===== src/rtl/pwm_dac_pkg.sv =====
// Shared waveform-generator definitions: DAC sample width, the last counter
// position of a PWM period, and the sample type carried from the generator
// output into the PWM stage.
package pwm_dac_pkg;

  localparam int DAC_WIDTH = 8;
  localparam int PWM_MAX   = 2**DAC_WIDTH - 2;

  typedef logic [DAC_WIDTH-1:0] sample_t;

  // Width of a modulo-N counter; never narrower than one bit.
  function automatic int pre_width(input int prescale);
    return (prescale > 1) ? $clog2(prescale) : 1;
  endfunction

endpackage


===== src/rtl/pwm_dac_tick_gen.sv =====
// Prescale divider: emits a one-cycle tick every PRESCALE clocks.
// Holding 'clear' parks the counter at zero so the next tick lands
// exactly PRESCALE cycles after clear is released.
module tick_gen
  import pwm_dac_pkg::*;
#(
  parameter int PRESCALE = 1
) (
  input  logic clk,
  input  logic rst,
  input  logic clear,
  output logic tick
);

  localparam int              PRE_W    = pre_width(PRESCALE);
  localparam logic [PRE_W-1:0] PRE_LAST = PRE_W'(PRESCALE - 1);

  logic [PRE_W-1:0] pre_cnt_reg;
  logic [PRE_W-1:0] pre_cnt_next;

  assign tick = (pre_cnt_reg == PRE_LAST);

  // Next prescale count: wrap on tick, park at zero while cleared.
  always_comb begin
    pre_cnt_next = pre_cnt_reg;
    if (clear || tick) begin
      pre_cnt_next = '0;
    end else begin
      pre_cnt_next = pre_cnt_reg + 1'b1;
    end
  end

  // Prescale counter register with synchronous active-low reset.
  always_ff @(posedge clk) begin
    if (!rst) begin
      pre_cnt_reg <= '0;
    end else begin
      pre_cnt_reg <= pre_cnt_next;
    end
  end

endmodule


===== src/rtl/pwm_dac.sv =====
// PWM output stage. A one-entry hold buffer takes samples from the waveform
// generator; the held sample becomes the duty value at the next period
// boundary (or immediately while the stage is idle). Outputs are registered
// from next-state values so they describe the counter state of the same cycle.
module pwm_dac
  import pwm_dac_pkg::*;
#(
  parameter int WIDTH    = DAC_WIDTH,
  parameter int PRESCALE = 1
) (
  input  logic             clk,
  input  logic             rst,
  input  logic             en,
  input  logic [WIDTH-1:0] sample_in,
  input  logic             sample_valid,
  output logic             sample_ready,
  output logic             pwm_out,
  output logic             period_start,
  output logic [WIDTH-1:0] duty_level
);

  localparam logic [WIDTH-1:0] CNT_MAX = WIDTH'(2**WIDTH - 2);

  logic             run_reg;
  logic [WIDTH-1:0] cnt_reg,          cnt_next;
  logic [WIDTH-1:0] hold_reg,         hold_next;
  logic             hold_full_reg,    hold_full_next;
  logic [WIDTH-1:0] duty_reg,         duty_next;
  logic             pwm_reg,          pwm_next;
  logic             period_start_reg, period_start_next;

  logic tick;
  logic running;
  logic boundary;
  logic load;
  logic accept;

  // The counters only run once en has been high for a full cycle; the
  // first enabled edge restarts the period at position zero.
  assign running = en & run_reg;

  tick_gen #(
    .PRESCALE(PRESCALE)
  ) u_tick_gen (
    .clk   (clk),
    .rst   (rst),
    .clear (~running),
    .tick  (tick)
  );

  assign sample_ready = rst & ~hold_full_reg;
  assign accept       = sample_valid & sample_ready;
  assign boundary     = running & tick & (cnt_reg == CNT_MAX);
  // Duty may change at a period boundary, while idle, or at the restart edge.
  assign load         = ~running | boundary;

  assign pwm_out      = pwm_reg;
  assign period_start = period_start_reg;
  assign duty_level   = duty_reg;

  // Next-state logic for counter, hold buffer, duty and outputs.
  always_comb begin
    cnt_next          = cnt_reg;
    hold_next         = hold_reg;
    hold_full_next    = hold_full_reg;
    duty_next         = duty_reg;
    pwm_next          = 1'b0;
    period_start_next = 1'b0;

    if (!running) begin
      cnt_next = '0;
    end else if (tick) begin
      cnt_next = boundary ? '0 : cnt_reg + 1'b1;
    end

    if (load && hold_full_reg) begin
      duty_next      = hold_reg;
      hold_full_next = 1'b0;
    end

    // Accept only happens with an empty buffer, so it never races the load.
    if (accept) begin
      hold_next      = sample_in;
      hold_full_next = 1'b1;
    end

    // Full-scale duty exceeds the largest count, so it stays high across wrap.
    pwm_next          = en & (cnt_next < duty_next);
    period_start_next = en & (~run_reg | boundary);
  end

  // State registers with synchronous active-low reset; reset drops any held sample.
  always_ff @(posedge clk) begin
    if (!rst) begin
      run_reg          <= 1'b0;
      cnt_reg          <= '0;
      hold_reg         <= '0;
      hold_full_reg    <= 1'b0;
      duty_reg         <= '0;
      pwm_reg          <= 1'b0;
      period_start_reg <= 1'b0;
    end else begin
      run_reg          <= en;
      cnt_reg          <= cnt_next;
      hold_reg         <= hold_next;
      hold_full_reg    <= hold_full_next;
      duty_reg         <= duty_next;
      pwm_reg          <= pwm_next;
      period_start_reg <= period_start_next;
    end
  end

endmodule


===== config.mk =====
export PLATFORM = sky130hd
export DESIGN_NAME = pwm_dac
export DESIGN_NICKNAME = d
export VERILOG_FILES = /design/src/rtl/pwm_dac_pkg.sv /design/src/rtl/pwm_dac_tick_gen.sv /design/src/rtl/pwm_dac.sv
export SDC_FILE = /design/constraint.sdc
export NUM_CORES = 1
export LEC_CHECK = 0
export BUFFER_PORTS_ARGS = -buffer_cell sky130_fd_sc_hd__clkbuf_2
export CELL_PAD_IN_SITES_DETAIL_PLACEMENT = 0
export CELL_PAD_IN_SITES_GLOBAL_PLACEMENT = 1
export CORE_MARGIN = 2
export CORE_UTILIZATION = 34
export CTS_CLUSTER_DIAMETER = 40
export DETAILED_ROUTE_END_ITERATION = 10
export PLACE_DENSITY = 0.63
export RECOVER_POWER = 25
export SLEW_MARGIN = 15
export SYNTH_ARGS = -nofsm -noshare
export SYNTH_HDL_FRONTEND = slang
export SYNTH_HIERARCHICAL = 1
export SYNTH_SLANG_ARGS = --single-unit

===== constraint.sdc =====
create_clock -name clk -period 2.9 [get_ports clk]
set_input_delay 0.145 -clock clk [delete_from_list [all_inputs] [get_ports clk]]
set_output_delay 0.145 -clock clk [all_outputs]
set_load 0.005 [all_outputs]

# Word level (Yosys, flattened, before mapping)
# Cells that the tools add are included.
dict set report classes {
  n_addsub 2
  muxes 6
  n_bitwise 14
  eq_ne 1
  magnitude_cmp 1
  reduce_logical 4
}
# cell count
set ops {}
lappend ops {{8-bit 2-to-1 mux} 4}
lappend ops {{8-bit by 1-bit adder with 8-bit output, second input constant} 1}
lappend ops {{8-bit == test, second input constant} 1}
lappend ops {{8-bit less-than comparator} 1}
lappend ops {{1-bit AND} 7}
lappend ops {{1-bit inverter} 5}
lappend ops {{1-bit 2-to-1 mux} 2}
lappend ops {{1-bit OR} 2}
lappend ops {{2-bit nonzero test} 1}
lappend ops {{2-bit OR reduction} 1}
lappend ops {{1-bit adder, second input constant} 1}
lappend ops {{1-bit logical AND} 1}
lappend ops {{1-bit logical OR} 1}
dict set report totals {
  output_inout_bits 11
  in_bits 12
  elab_cells 36
  reg_bits 29
}

# Logic depth before layout (Yosys ltp)
# Gate-level depths: netlist of run 1.
dict set report depth {
  word_depth 8
  depth_mapped 12
  mapped_depth_nobuf 11
}

# Cells and area by module
# The synthesis of run 1 kept the hierarchy.
# mod area_per_inst_um2 seq_area_each_um2 instances cells_each
set modules_own_cells {}
lappend modules_own_cells {pwm_dac 1338.8 560.5 1 162}
lappend modules_own_cells {tick_gen 27.5 20.0 1 3}

# Least setup slack after synthesis of run 1
# OpenSTA, ideal clock, no wires.
dict set report synth_path {
  path_kind {register -> register}
  start {reg cnt_reg[0]}
  end {reg pwm_reg, in the netlist pwm_out}
  setup_slack_ns 0.366
  path_buffers 0
  arrival_ns 2.430
  required_time_ns 2.797
  path_stages_with_launch 12
  setup_ns 0.103
  period_less_slack_ns 2.534
  cell_sequence {dfxtp_1 inv_1 ha_1 and4_4 a21oi_1 o21ai_0 and2_1 ha_1 a21o_1 a21oi_1 o22ai_1 a2111oi_2}
}
dict set report synth_via {
  elab_chain_cells 7
  elab_cells_between_ends 11
  cone_classes {add/sub: 1; order compare: 1; eq/ne: 1; mux: 4; bitwise: 3; reduce/logical: 1}
}
# element line
set synth_lines {}
lappend synth_lines {{start, declared} pwm_dac.sv:25} ;# logic [WIDTH-1:0] cnt_reg, cnt_next;
lappend synth_lines {{start signal, assigned} pwm_dac.sv:104} ;# cnt_reg <= cnt_next;
lappend synth_lines {{branches (longest 5 deep; another with 8-bit by 1-bit adder with 8-bit output)} -}
lappend synth_lines {{8-bit less-than comparator *} pwm_dac.sv:88} ;# pwm_next = en & (cnt_next < duty_next);
lappend synth_lines {{1-bit AND *} pwm_dac.sv:88}
lappend synth_lines {{end signal, assigned} pwm_dac.sv:108} ;# pwm_reg <= pwm_next;
lappend synth_lines {{end, declared} pwm_dac.sv:29} ;# logic pwm_reg, pwm_next;
# Every way passes the cells marked *.
# A chain may end at the register's enable or synchronous reset.

# Worst setup path after layout of run 1
# Ends and elaborated chain as after synthesis.

==> impl_metrics.sql, run 1 <==
INSERT INTO impl_metrics (metric_group, metric, value, unit) VALUES
('timing', 'report.final.slew_viol_count', '0', ''),
('worst_setup_path', 'r2r.worst_path.cells', '12', ''),
('floorplanning', 'fp.dieH', '67.4', 'um'),
('power', 'vdd.ir_drop.worst', '242', 'uV'),
('clocking', 'clockBufferDepth', '2', ''),
('synth', 'synth_top_cell_by_area', 'sky130_fd_sc_hd__dfxtp_1', ''),
('place', 'dpl_cell_area', '0.00152', 'mm^2'),
('clocking', 'cts_repair_resize_count', '0', ''),
('clocking', 'clk_root_buffer_cell', 'sky130_fd_sc_hd__clkbuf_8', ''),
('timing', 'fin_worst_skew', '2.59', 'ps'),
('synth', 'synth.distinct_cells', '28', ''),
('synth', 'syn_avg_cell_area', '8.28', 'um^2'),
('power', 'pwr_density_cell', '501', 'mW/mm^2'),
('grt', 'grt_pass1_vias', '1132', ''),
('synth', 'yosys-top-cells-area', 'sky130_fd_sc_hd__dfxtp_1 42%, sky130_fd_sc_hd__ha_1 8.2%, sky130_fd_sc_hd__a21oi_1 8.1%, sky130_fd_sc_hd__nand2_1 7.1%, sky130_fd_sc_hd__nor2_1 4.7%', ''),
('final_layout', 'antenna_cells_inserted', '0', ''),
('floorplanning', 'starting_density_of_the_core', '0.347', ''),
('flow_run', 'max_cap_viol_count', '0', ''),
('hold_path', 'hold_crit_start', 'sample_in[5]', ''),
('synth', 'synth_nets', '186', ''),
('worst_setup_path', 'crit_path_max_incr_delay', '390', 'ps'),
('routing', 'ant_nets', '0', ''),
('floorplanning', 'core', '0.00394', 'mm^2'),
('synth', 'synth_async_sr_flop_share', '0', ''),
('clocking', 'cts_tree', 'done', ''),
('worst_setup_path', 'endpoint_kind', 'flop', ''),
('timing', 'timing.slew.headroom', '0.624', ''),
('floorplanning', 'floorplan.rows', '23', ''),
('clocking', 'clock-sinks', '29', ''),
('worst_setup_path', 'worst-path-max-fanout', '10', ''),
('final_layout', 'post-route-util', '0.406', ''),
('routing', 'post_drt_wl_per_cell', '11.9', 'um'),
('synth', 'post_synthesis_cell_area', '0.00137', 'mm^2'),
('grt', 'antenna_found_initial', '0', ''),
('worst_setup_path', 'reg2reg_setup_slack', '330', 'ps'),
('power', 'pwr-share-seq', '0.525', ''),
('timing', 'grt_setup_unrepaired', 'false', ''),
('status', 'outcome', 'finished, final reports clean', ''),
('final_layout', 'finish.cell_count_without_fillers', '240', ''),
('worst_setup_path', 'timing.critical_path.arrival', '2740', 'ps'),
('final_layout', 'area_delta_synth_final', '17.1', '%'),
('final_layout', 'nNetsFinal', '211', ''),
('grt', 'gr-usage-all-layers', '0.145', ''),
('timing', 'setup_tns', '0', 'ps'),
('timing', 'layout_worst_path_cycle_share', '0.887', ''),
('power', 'switching_share', '0.221', ''),
('power', 'finalPower', '0.802', 'mW'),
('routing', 'drc_errors', '0', ''),
('power', 'p_sw', '0.178', 'mW'),
('timing', 'holdWs', '95.8', 'ps'),
('place', 'hpwl', '2230', 'um'),
('clocking', 'worstSkewPairLatency', '260', 'ps'),
('place', 'port-buffer-count', '22', ''),
('timing', 'tightest_slew', '562', 'ps'),
('worst_setup_path', 'critPathTopFamily', 'compound AO/OA/AOI/OAI gates', ''),
('routing', 'drtIter0Drc', '35', ''),
('place', 'post-place-ws', '362', 'ps'),
('worst_setup_path', 'regToRegEndpoint', 'pwm_out$_SDFF_PN0_', ''),
('worst_setup_path', 'crit_buf_inv', '2', ''),
('routing', 'wl', '2850', 'um'),
('final_layout', 'mostFrequentLayoutCells', '29 x sky130_fd_sc_hd__dfxtp_1, 26 x sky130_fd_sc_hd__nand2_1, 22 x sky130_fd_sc_hd__a21oi_1, 18 x sky130_fd_sc_hd__clkbuf_2, 17 x sky130_fd_sc_hd__nor2_1', ''),
('clocking', 'post_cts.repair.setup_buffers', '0', ''),
('hold_path', 'timing.hold.worst_endpoint', 'hold_reg[5]$_SDFFE_PN0P_', ''),
('power', 'power.combinational.fraction', '0.077', ''),
('clocking', 'clk_pin_slew_worst_paths', '60', 'ps'),
('clocking', 'cts-buffers-inserted', '5', ''),
('synth', 'synthesis.yosys.warnings', '6', ''),
('grt', 'grt_remaining_overflow', '0', ''),
('synth', 'synth_top_flop_cell', 'sky130_fd_sc_hd__dfxtp_1', ''),
('routing', 'dr.pass1.iters', '4', ''),
('final_layout', 'most_common_cell_after_layout_fill_and_taps_aside', 'sky130_fd_sc_hd__dfxtp_1', '');
per-layer routing:
layer / wire [um] / share of wire / global-route usage / vias up
li1: - / - / - / 609
met4: 17 / 0.0060 / 0.0612 / 0
met1: 1250 / 0.44 / 0.171 / 514
met3: 87 / 0.030 / 0.0350 / 2
met5: 0 / 0 / 0 / -
met2: 1500 / 0.52 / 0.249 / 14
cell families after synthesis:
group                    count (synthesis)  share of synthesized area
XOR/XNOR                                 7                     0.0449
buffers and inverters                   12                     0.0394
adder cells (fa/ha/maj)                  9                     0.0824
AO/OA/AOI/OAI                           37                      0.160
flip-flops                              29                      0.425
multiplexers                             1                     0.0110
AND/OR/NAND/NOR                         69                      0.234
other                                    1                    0.00274
worst reg2reg max path, stage by stage, from the launching register on:
cell and delay (ps):
sky130_fd_sc_hd__dfxtp_1 390, sky130_fd_sc_hd__inv_1 60, sky130_fd_sc_hd__ha_1 190, sky130_fd_sc_hd__and4_4 200
sky130_fd_sc_hd__a21oi_1 140, sky130_fd_sc_hd__buf_4 180, sky130_fd_sc_hd__o21ai_0 100, sky130_fd_sc_hd__and2_1 190
sky130_fd_sc_hd__ha_1 310, sky130_fd_sc_hd__a21o_1 160, sky130_fd_sc_hd__a21oi_1 140, sky130_fd_sc_hd__o22ai_1 110
sky130_fd_sc_hd__a2111oi_2 320
final cells by class:
class | count | area [um^2]
Fill cell | 407 | 2340
Clock buffer | 7 | 86.3
Inverter | 7 | 26.3
Multi-Input combinational cell | 124 | 732
Timing Repair Buffer | 23 | 113
Sequential cell | 29 | 581
Tap cell | 50 | 62.6
power by group through the flow:
stage               Combinational (mW)  Sequential (mW)  Clock (mW)
floorplan                       0.0439            0.426           0
global placement                0.0626            0.429           0
detailed placement              0.0631            0.429           0
CTS                             0.0636            0.421       0.336
global route                    0.0712            0.422       0.354
finish                          0.0615            0.421       0.320
synth_stat cells, types with 2 or more instances:
master,count
sky130_fd_sc_hd__a21o_1,2
sky130_fd_sc_hd__a21oi_1,22
sky130_fd_sc_hd__and2_1,8
sky130_fd_sc_hd__clkbuf_1,3
sky130_fd_sc_hd__dfxtp_1,29
sky130_fd_sc_hd__ha_1,9
sky130_fd_sc_hd__inv_1,6
sky130_fd_sc_hd__nand2_1,26
sky130_fd_sc_hd__nand3_1,9
sky130_fd_sc_hd__nand4_1,5
sky130_fd_sc_hd__nor2_1,17
sky130_fd_sc_hd__o21ai_0,8
sky130_fd_sc_hd__xnor2_1,3
sky130_fd_sc_hd__xor2_1,4
worst max path at each step:
stage                                     to  cells after the start                   from
final                     pwm_out$_SDFF_PN0_                     12  cnt_reg[0]$_SDFF_PN0_
after floorplan           pwm_out$_SDFF_PN0_                     11  cnt_reg[0]$_SDFF_PN0_
after CTS                 pwm_out$_SDFF_PN0_                     12  cnt_reg[0]$_SDFF_PN0_
after detailed placement  pwm_out$_SDFF_PN0_                     12  cnt_reg[0]$_SDFF_PN0_
after global placement    pwm_out$_SDFF_PN0_                     12  cnt_reg[0]$_SDFF_PN0_
after global routing      pwm_out$_SDFF_PN0_                     12  cnt_reg[0]$_SDFF_PN0_
Power figures use the tool's default switching activity.
==> inputs of run 2 (changes only) <==
Settings changed: ABC_AREA set to 1, CORE_MARGIN 2 to unset.
==> run 2 against run 1 <==
Synthesized cell count is 4.2% higher. Clock skew is 1.6 ps higher. Core utilization is 1.7 points higher. Worst hold slack worse by 29 ps. Sequential cell count stayed put. Maximum frequency is 13% higher. Critical path type unchanged. Critical path depth is 2 higher. Wire length is 8.3% lower. Via count is 1.8% lower. Critical endpoint unchanged.
==> impl_metrics.sql, run 2 <==
INSERT INTO impl_metrics (metric_group, metric, value, unit) VALUES
('status', 'outcome', 'finished, final reports clean', ''),
('floorplanning', 'die_x', '65.5', 'um'),
('synth', 'synth.distinct_cells', '28', ''),
('routing', 'total_via_count_in_the_routed_design', '1119', ''),
('synth', 'syn_avg_cell_area', '7.97', 'um^2'),
('routing', 'viasPerCell', '4.59', ''),
('place', 'hpwl', '2000', 'um'),
('routing', 'ant_nets', '0', ''),
('grt', 'grt_pass1_wl', '4590', 'um'),
('floorplanning', 'die-area', '0.00429', 'mm^2'),
('floorplanning', 'core', '0.00377', 'mm^2'),
('timing', 'fin_worst_skew', '4.22', 'ps'),
('timing', 'number_of_endpoints_failing_setup_at_the_final_stage', '0', ''),
('final_layout', 'final_layout_size_suffix_gt1_frac', '0.209', ''),
('worst_setup_path', 'endpoint_kind', 'flop', ''),
('grt', 'antenna_found_initial', '0', ''),
('final_layout', 'most_common_cell_after_layout_fill_and_taps_aside', 'sky130_fd_sc_hd__nand2_1', ''),
('routing', 'post_drt_wl_per_cell', '10.7', 'um'),
('worst_setup_path', 'critPathLaunchType', 'flop', ''),
('grt', 'layer_carrying_the_most_global_route_usage', 'met2', ''),
('synth', 'postSynthRegisterBits', '29', ''),
('floorplanning', 'starting_density_of_the_core', '0.364', ''),
('timing', 'grt_setup_unrepaired', 'false', ''),
('clocking', 'clock_tree.htree_level_count', '2', ''),
('routing', 'drtIter0Drc', '57', ''),
('synth', 'synth_top_flop_cell', 'sky130_fd_sc_hd__dfxtp_1', ''),
('grt', 'gr-usage-met3', '0.0434', ''),
('synth', 'synth_top_cells_by_count', '33 x sky130_fd_sc_hd__nand2_1, 29 x sky130_fd_sc_hd__dfxtp_1, 21 x sky130_fd_sc_hd__inv_1, 20 x sky130_fd_sc_hd__nor2_1, 9 x sky130_fd_sc_hd__ha_1', ''),
('clocking', 'cts_tree', 'done', ''),
('grt', 'grt_pass1_vias', '1081', ''),
('routing', 'wl', '2620', 'um'),
('worst_setup_path', 'slowest_stage', 'sky130_fd_sc_hd__dfxtp_1', ''),
('hold_path', 'hold-path-cell-count', '3', ''),
('timing', 'layout_worst_path_cycle_share', '0.785', ''),
('floorplanning', 'floorplan.rows', '22', ''),
('final_layout', 'count_of_filler_cells_inserted_in_the_layout', '409', ''),
('synth', 'synth_async_sr_flop_share', '0', ''),
('power', 'pwr_density_cell', '549', 'mW/mm^2'),
('floorplanning', 'io-pin-count', '23', ''),
('timing', 'timing.slew.headroom', '0.445', ''),
('final_layout', 'area_taken_by_flip_flops_and_latches', '581', 'um^2'),
('final_layout', 'nNetsFinal', '217', ''),
('clocking', 'post_cts.repair.setup_buffers', '0', ''),
('synth', 'synthesis.instances', '172', ''),
('timing', 'tightest_slew', '829', 'ps'),
('grt', 'grt_start_max_net_pins', '26', ''),
('worst_setup_path', 'r2r.worst_path.cells', '14', ''),
('grt', 'grt_remaining_overflow', '0', ''),
('power', 'vdd.ir_drop.worst', '225', 'uV'),
('synth', 'post_synthesis_cell_area', '0.00137', 'mm^2'),
('worst_setup_path', 'worst-endpoint-required', '3110', 'ps'),
('final_layout', 'multi_input_logic_area', '674', 'um^2'),
('synth', 'synthesis.yosys.warnings', '6', ''),
('final_layout', 'area_delta_synth_final', '16.2', '%'),
('synth', 'synth_edf_count', '0', ''),
('grt', 'gr-usage-all-layers', '0.144', ''),
('power', 'static-leakage-power', '0.714', 'nW'),
('worst_setup_path', 'crit_buf_inv', '2', ''),
('synth', 'yosys-top-cells-area', 'sky130_fd_sc_hd__dfxtp_1 42%, sky130_fd_sc_hd__nand2_1 9.0%, sky130_fd_sc_hd__ha_1 8.2%, sky130_fd_sc_hd__inv_1 5.7%, sky130_fd_sc_hd__nor2_1 5.5%', ''),
('synth', 'seq_area_frac_synth', '0.423', ''),
('place', 'port-buffer-count', '22', ''),
('worst_setup_path', 'path_depth', '14', ''),
('synth', 'library_cell_with_the_highest_instance_count_after_synthesis', 'sky130_fd_sc_hd__nand2_1', ''),
('grt', 'met1_usage', '0.170', ''),
('worst_setup_path', 'timing.critical_path.arrival', '2490', 'ps'),
('timing', 'report.final.slew_viol_count', '0', ''),
('worst_setup_path', 'worstPathCellList', 'inv_1 -> ha_1 -> nand2_1 -> nor2_2 -> nand2_2 -> nand2_4 -> nand2_2 -> clkinv_2 -> nand2_1 -> o21ai_2 -> ha_1 -> a211oi_1 -> nand3_1 -> a21oi_2', ''),
('clocking', 'clk_pin_slew_worst_paths', '60', 'ps'),
('routing', 'drc_errors', '0', ''),
('floorplanning', 'fp.dieH', '65.5', 'um'),
('power', 'finalPower', '0.875', 'mW'),
('synth', 'yosys.area.top_type_share', '0.423', ''),
('timing', 'period_needed', '2280', 'ps'),
('clocking', 'cts_repair_resize_count', '0', ''),
('timing', 'timing.final.hold_violations', '0', ''),
('clocking', 'clock-sinks', '29', ''),
('worst_setup_path', 'worst-path-max-fanout', '15', ''),
('routing', 'dr.pass1.iters', '4', ''),
('flow_run', 'max_cap_viol_count', '0', ''),
('grt', 'grt.met2_usage', '0.235', ''),
('clocking', 'cts-buffers-inserted', '5', ''),
('clocking', 'clk_root_buffer_cell', 'sky130_fd_sc_hd__clkbuf_8', ''),
('synth', 'synth_nets', '193', ''),
('clocking', 'cts.hold.buffers_added', '0', ''),
('final_layout', 'mostFrequentLayoutCells', '33 x sky130_fd_sc_hd__nand2_1, 29 x sky130_fd_sc_hd__dfxtp_1, 21 x sky130_fd_sc_hd__inv_1, 20 x sky130_fd_sc_hd__nor2_1, 18 x sky130_fd_sc_hd__clkbuf_2', ''),
('final_layout', 'antenna_cells_inserted', '0', ''),
('place', 'gp_routability_congestion', '0.753', ''),
('worst_setup_path', 'critPathTopFamily', 'simple AND/OR/NAND/NOR gates', ''),
('hold_path', 'worst_hold_path_type', 'input pin to flop', ''),
('clocking', 'clockBufferDepth', '2', ''),
('timing', 'max_freq', '439', 'MHz'),
('worst_setup_path', 'crit_path_max_incr_delay', '380', 'ps'),
('clocking', 'worstSkewPairLatency', '280', 'ps'),
('timing', 'setup_tns', '0', 'ps'),
('worst_setup_path', 'crit_type', 'flop to flop', ''),
('synth', 'synth_top_cell_by_area', 'sky130_fd_sc_hd__dfxtp_1', '');
## run 2: final timing paths
path | from | to | slack, ps
max | cnt_reg[0]$_SDFF_PN0_ | pwm_out$_SDFF_PN0_ | 620
min | sample_in[2] | hold_reg[2]$_SDFFE_PN0P_ | 70
max reg2reg | cnt_reg[0]$_SDFF_PN0_ | pwm_out$_SDFF_PN0_ | 620
min reg2reg | run_reg$_SDFF_PN0_ | period_start$_SDFF_PN0_ | 430
## run 2: cell families after synthesis
family          count (synthesis)  share of synthesized area
xor+xnor                        5                     0.0319
flops                          29                      0.423
compound gates                 23                      0.124
buf+inv                        28                     0.0849
other cells                     1                    0.00273
simple gates                   77                      0.251
fa+ha+maj                       9                     0.0821
## run 2: per-layer routing
layer | share of wire | wire (um)
met5 | 0 | 0
met4 | 0.023 | 59
met3 | 0.044 | 114
met2 | 0.45 | 1170
met1 | 0.49 | 1270
## run 2: final cells by class
cell class                      count  share of cell area
Inverter                           23              0.0549
Multi-Input combinational cell    115               0.423
Tap cell                           48              0.0377
Clock buffer                        7              0.0542
Timing Repair Buffer               22              0.0659
Sequential cell                    29               0.364
## run 2: power by group
group / internal [mW] / switching (mW) / leakage, nW
combinational: 0.0453 / 0.0695 / 0.432
clock: 0.188 / 0.139 / 0.0443
sequential: 0.422 / 0.0118 / 0.238
total: 0.655 / 0.220 / 0.714
## run 2: worst register-to-register path: cells and delay by family (launching register included)
family          cells  cell delay [ps]
buf+inv             2              260
flops               1              380
fa+ha+maj           2              490
simple gates        7              670
compound gates      3              410
## run 2: metrics by stage
step	setup WS (ps)	hold slack, ps	cell area, um^2	instances	utilization
final	623	66.8	1590	244	0.423
after global placement	720	343	1510	237	0.401
after floorplan	882	258	1370	172	-
after global routing	413	71.4	1590	244	0.423
after CTS	613	65.4	1600	244	0.424
after detailed placement	627	357	1510	237	0.401
==> inputs of run 3 (changes only) <==
Settings changed: ABC_AREA 1 to 0, PLACE_DENSITY 0.63 to 0.66.
Clock period 2.9 ns to 2 ns, I/O delays scaled along.
==> run 3 against run 2 <==
The run now ends with setup timing left. Non-clock buffer count grew 30. Wire length grew 21%. Clock skew shrank 3.3 ps. Critical path type unchanged. Highest routed layer unchanged.
==> impl_metrics.sql, run 3 (same netlist as run 1, synthesis figures left out) <==
INSERT INTO impl_metrics (metric_group, metric, value, unit) VALUES
('power', 'static-leakage-power', '0.819', 'nW'),
('worst_setup_path', 'crit_type', 'flop to flop', ''),
('grt', 'grt_pass1_vias', '1164', ''),
('timing', 'number_of_endpoints_failing_setup_at_the_final_stage', '1', ''),
('place', 'gp_routability_congestion', '0.833', ''),
('timing', 'holdWs', '40.2', 'ps'),
('timing', 'timing.final.hold_violations', '0', ''),
('clocking', 'clk_root_buffer_cell', 'sky130_fd_sc_hd__clkbuf_8', ''),
('clocking', 'clock_tree.htree_level_count', '2', ''),
('timing', 'report.final.slew_viol_count', '0', ''),
('place', 'post-place-ws', '-217', 'ps'),
('grt', 'grt_start_max_net_pins', '19', ''),
('status', 'violations', 'setup timing', ''),
('clocking', 'worstSkewPairLatency', '270', 'ps'),
('floorplanning', 'die-area', '0.00428', 'mm^2'),
('routing', 'drc_errors', '0', ''),
('final_layout', 'mostFrequentLayoutCells', '28 x sky130_fd_sc_hd__buf_4, 27 x sky130_fd_sc_hd__dfxtp_1, 26 x sky130_fd_sc_hd__nand2_1, 19 x sky130_fd_sc_hd__clkbuf_2, 18 x sky130_fd_sc_hd__a21oi_1', ''),
('floorplanning', 'fp.dieH', '65.4', 'um'),
('routing', 'viasPerCell', '4.81', ''),
('worst_setup_path', 'r2r-start', 'cnt_reg[0]$_SDFF_PN0_', ''),
('hold_path', 'worst_hold_path_type', 'input pin to flop', ''),
('routing', 'wl', '3180', 'um'),
('floorplanning', 'starting_density_of_the_core', '0.365', ''),
('floorplanning', 'die_x', '65.4', 'um'),
('clocking', 'clk_pin_slew_worst_paths', '60', 'ps'),
('timing', 'timing.slew.headroom', '0.621', ''),
('power', 'pwr_density_cell', '595', 'mW/mm^2'),
('worst_setup_path', 'worst_setup_path_endpoint', 'pwm_out$_SDFF_PN0_', ''),
('status', 'outcome', 'finished with violations', ''),
('timing', 'fin_worst_skew', '0.937', 'ps'),
('worst_setup_path', 'critPathLaunchType', 'flop', ''),
('flow_run', 'max_cap_viol_count', '0', ''),
('final_layout', 'antenna_cells_inserted', '0', ''),
('clocking', 'cts_tree', 'done', ''),
('clocking', 'clock-sinks', '29', ''),
('timing', 'layout_worst_path_cycle_share', '1.13', ''),
('timing', 'setup_tns', '-259', 'ps'),
('grt', 'antenna_found_initial', '0', ''),
('final_layout', 'nNetsFinal', '240', ''),
('worst_setup_path', 'worst-endpoint-required', '2150', 'ps'),
('worst_setup_path', 'reg2reg_setup_slack', '-260', 'ps'),
('final_layout', 'most_common_cell_after_layout_fill_and_taps_aside', 'sky130_fd_sc_hd__buf_4', ''),
('worst_setup_path', 'endpoint_kind', 'flop', ''),
('floorplanning', 'core', '0.00374', 'mm^2'),
('routing', 'ant_nets', '0', ''),
('place', 'hpwl', '2350', 'um'),
('clocking', 'clockBufferDepth', '2', ''),
('routing', 'dr.pass1.iters', '3', ''),
('hold_path', 'hold-path-cell-count', '3', ''),
('floorplanning', 'io-pin-count', '23', ''),
('worst_setup_path', 'r2r.worst_path.cells', '11', ''),
('worst_setup_path', 'crit_path_start', 'cnt_reg[0]$_SDFF_PN0_', ''),
('final_layout', 'final_layout_size_suffix_gt1_frac', '0.405', ''),
('floorplanning', 'floorplan.rows', '22', ''),
('power', 'finalPower', '1.19', 'mW'),
('grt', 'grt_remaining_overflow', '0', ''),
('timing', 'grt_setup_unrepaired', 'true', ''),
('timing', 'period_needed', '2260', 'ps'),
('place', 'port-buffer-count', '22', ''),
('worst_setup_path', 'regToRegEndpoint', 'pwm_out$_SDFF_PN0_', ''),
('grt', 'gr-usage-all-layers', '0.159', ''),
('timing', 'max_freq', '443', 'MHz'),
('routing', 'drtIter0Drc', '31', ''),
('routing', 'post_drt_wl_per_cell', '11.8', 'um'),
('grt', 'grt_pass1_wl', '5040', 'um'),
('final_layout', 'area_delta_synth_final', '45.8', '%'),
('worst_setup_path', 'worst-path-max-fanout', '8', ''),
('power', 'vdd.ir_drop.worst', '409', 'uV'),
('worst_setup_path', 'timing.critical_path.arrival', '2410', 'ps'),
('timing', 'finalWorstSetupSlack', '-259', 'ps'),
('clocking', 'cts-buffers-inserted', '5', ''),
('timing', 'tightest_slew', '567', 'ps'),
('routing', 'total_via_count_in_the_routed_design', '1289', '');
-- run 3: routing by layer --
metal | GRT usage | up-vias | wire length [um]
li1 | - | 674 | -
met2 | 0.264 | 18 | 1590
met5 | 0 | - | 0
met3 | 0.0521 | 8 | 108
met1 | 0.179 | 589 | 1390
met4 | 0.0815 | 0 | 78
-- run 3: worst max-delay path, stage by stage (launching register included) --
cell                        delay, ps
sky130_fd_sc_hd__dfxtp_2          330
sky130_fd_sc_hd__inv_2             40
sky130_fd_sc_hd__ha_4             140
sky130_fd_sc_hd__and4_4           160
sky130_fd_sc_hd__a21oi_4          320
sky130_fd_sc_hd__buf_6            160
sky130_fd_sc_hd__o21ai_2           50
sky130_fd_sc_hd__and2_4           160
sky130_fd_sc_hd__ha_4             270
sky130_fd_sc_hd__nand3_2           90
sky130_fd_sc_hd__a311oi_2         300
sky130_fd_sc_hd__a2111oi_2        120
-- run 3: area by class of cell --
class / count / area, um^2
Clock buffer: 8 / 80.1
Timing Repair Buffer: 52 / 339
Sequential cell: 29 / 583
Inverter: 7 / 26.3
Multi-Input combinational cell: 124 / 903
Fill cell: 393 / 1750
Tap cell: 48 / 60.1
-- run 3: worst min-delay path by stage --
stage | start | endpoint | slack (ps)
finish | sample_in[2] | hold_reg[2]$_SDFFE_PN0P_ | 40
global route | sample_in[0] | hold_reg[0]$_SDFFE_PN0P_ | 50
CTS | sample_in[2] | hold_reg[2]$_SDFFE_PN0P_ | 30
detailed placement | sample_in[0] | hold_reg[0]$_SDFFE_PN0P_ | 330
global placement | sample_in[2] | hold_reg[2]$_SDFFE_PN0P_ | 320
floorplan | rst | cnt_reg[1]$_SDFF_PN0_ | 220
-- run 3: per-stage QoR --
| step | cells | utilization | instance area (um^2) |
|---|---|---|---|
| 2_1_floorplan | 165 | - | 1410 |
| 3_3_place_gp | 259 | 0.471 | 1760 |
| 3_5_place_dp | 259 | 0.471 | 1760 |
| 4_1_cts | 267 | 0.494 | 1850 |
| 5_1_grt | 268 | 0.532 | 1990 |
| 6_report | 268 | 0.532 | 1990 |
-- run 3: where the power goes --
group | switching (mW) | internal (mW) | leakage (nW) | total [mW]
clock | 0.205 | 0.246 | 0.0395 | 0.452
sequential | 0.0100 | 0.597 | 0.237 | 0.607
combinational | 0.0697 | 0.0566 | 0.542 | 0.126
-- run 3: timing repair --
item,4_1_cts,5_1_grt
gates resized for setup,3,30
pin swaps,2,12
setup endpoints to repair,1,1
buffers inserted,0,1
cloned,0,0
hold buffers,0,0
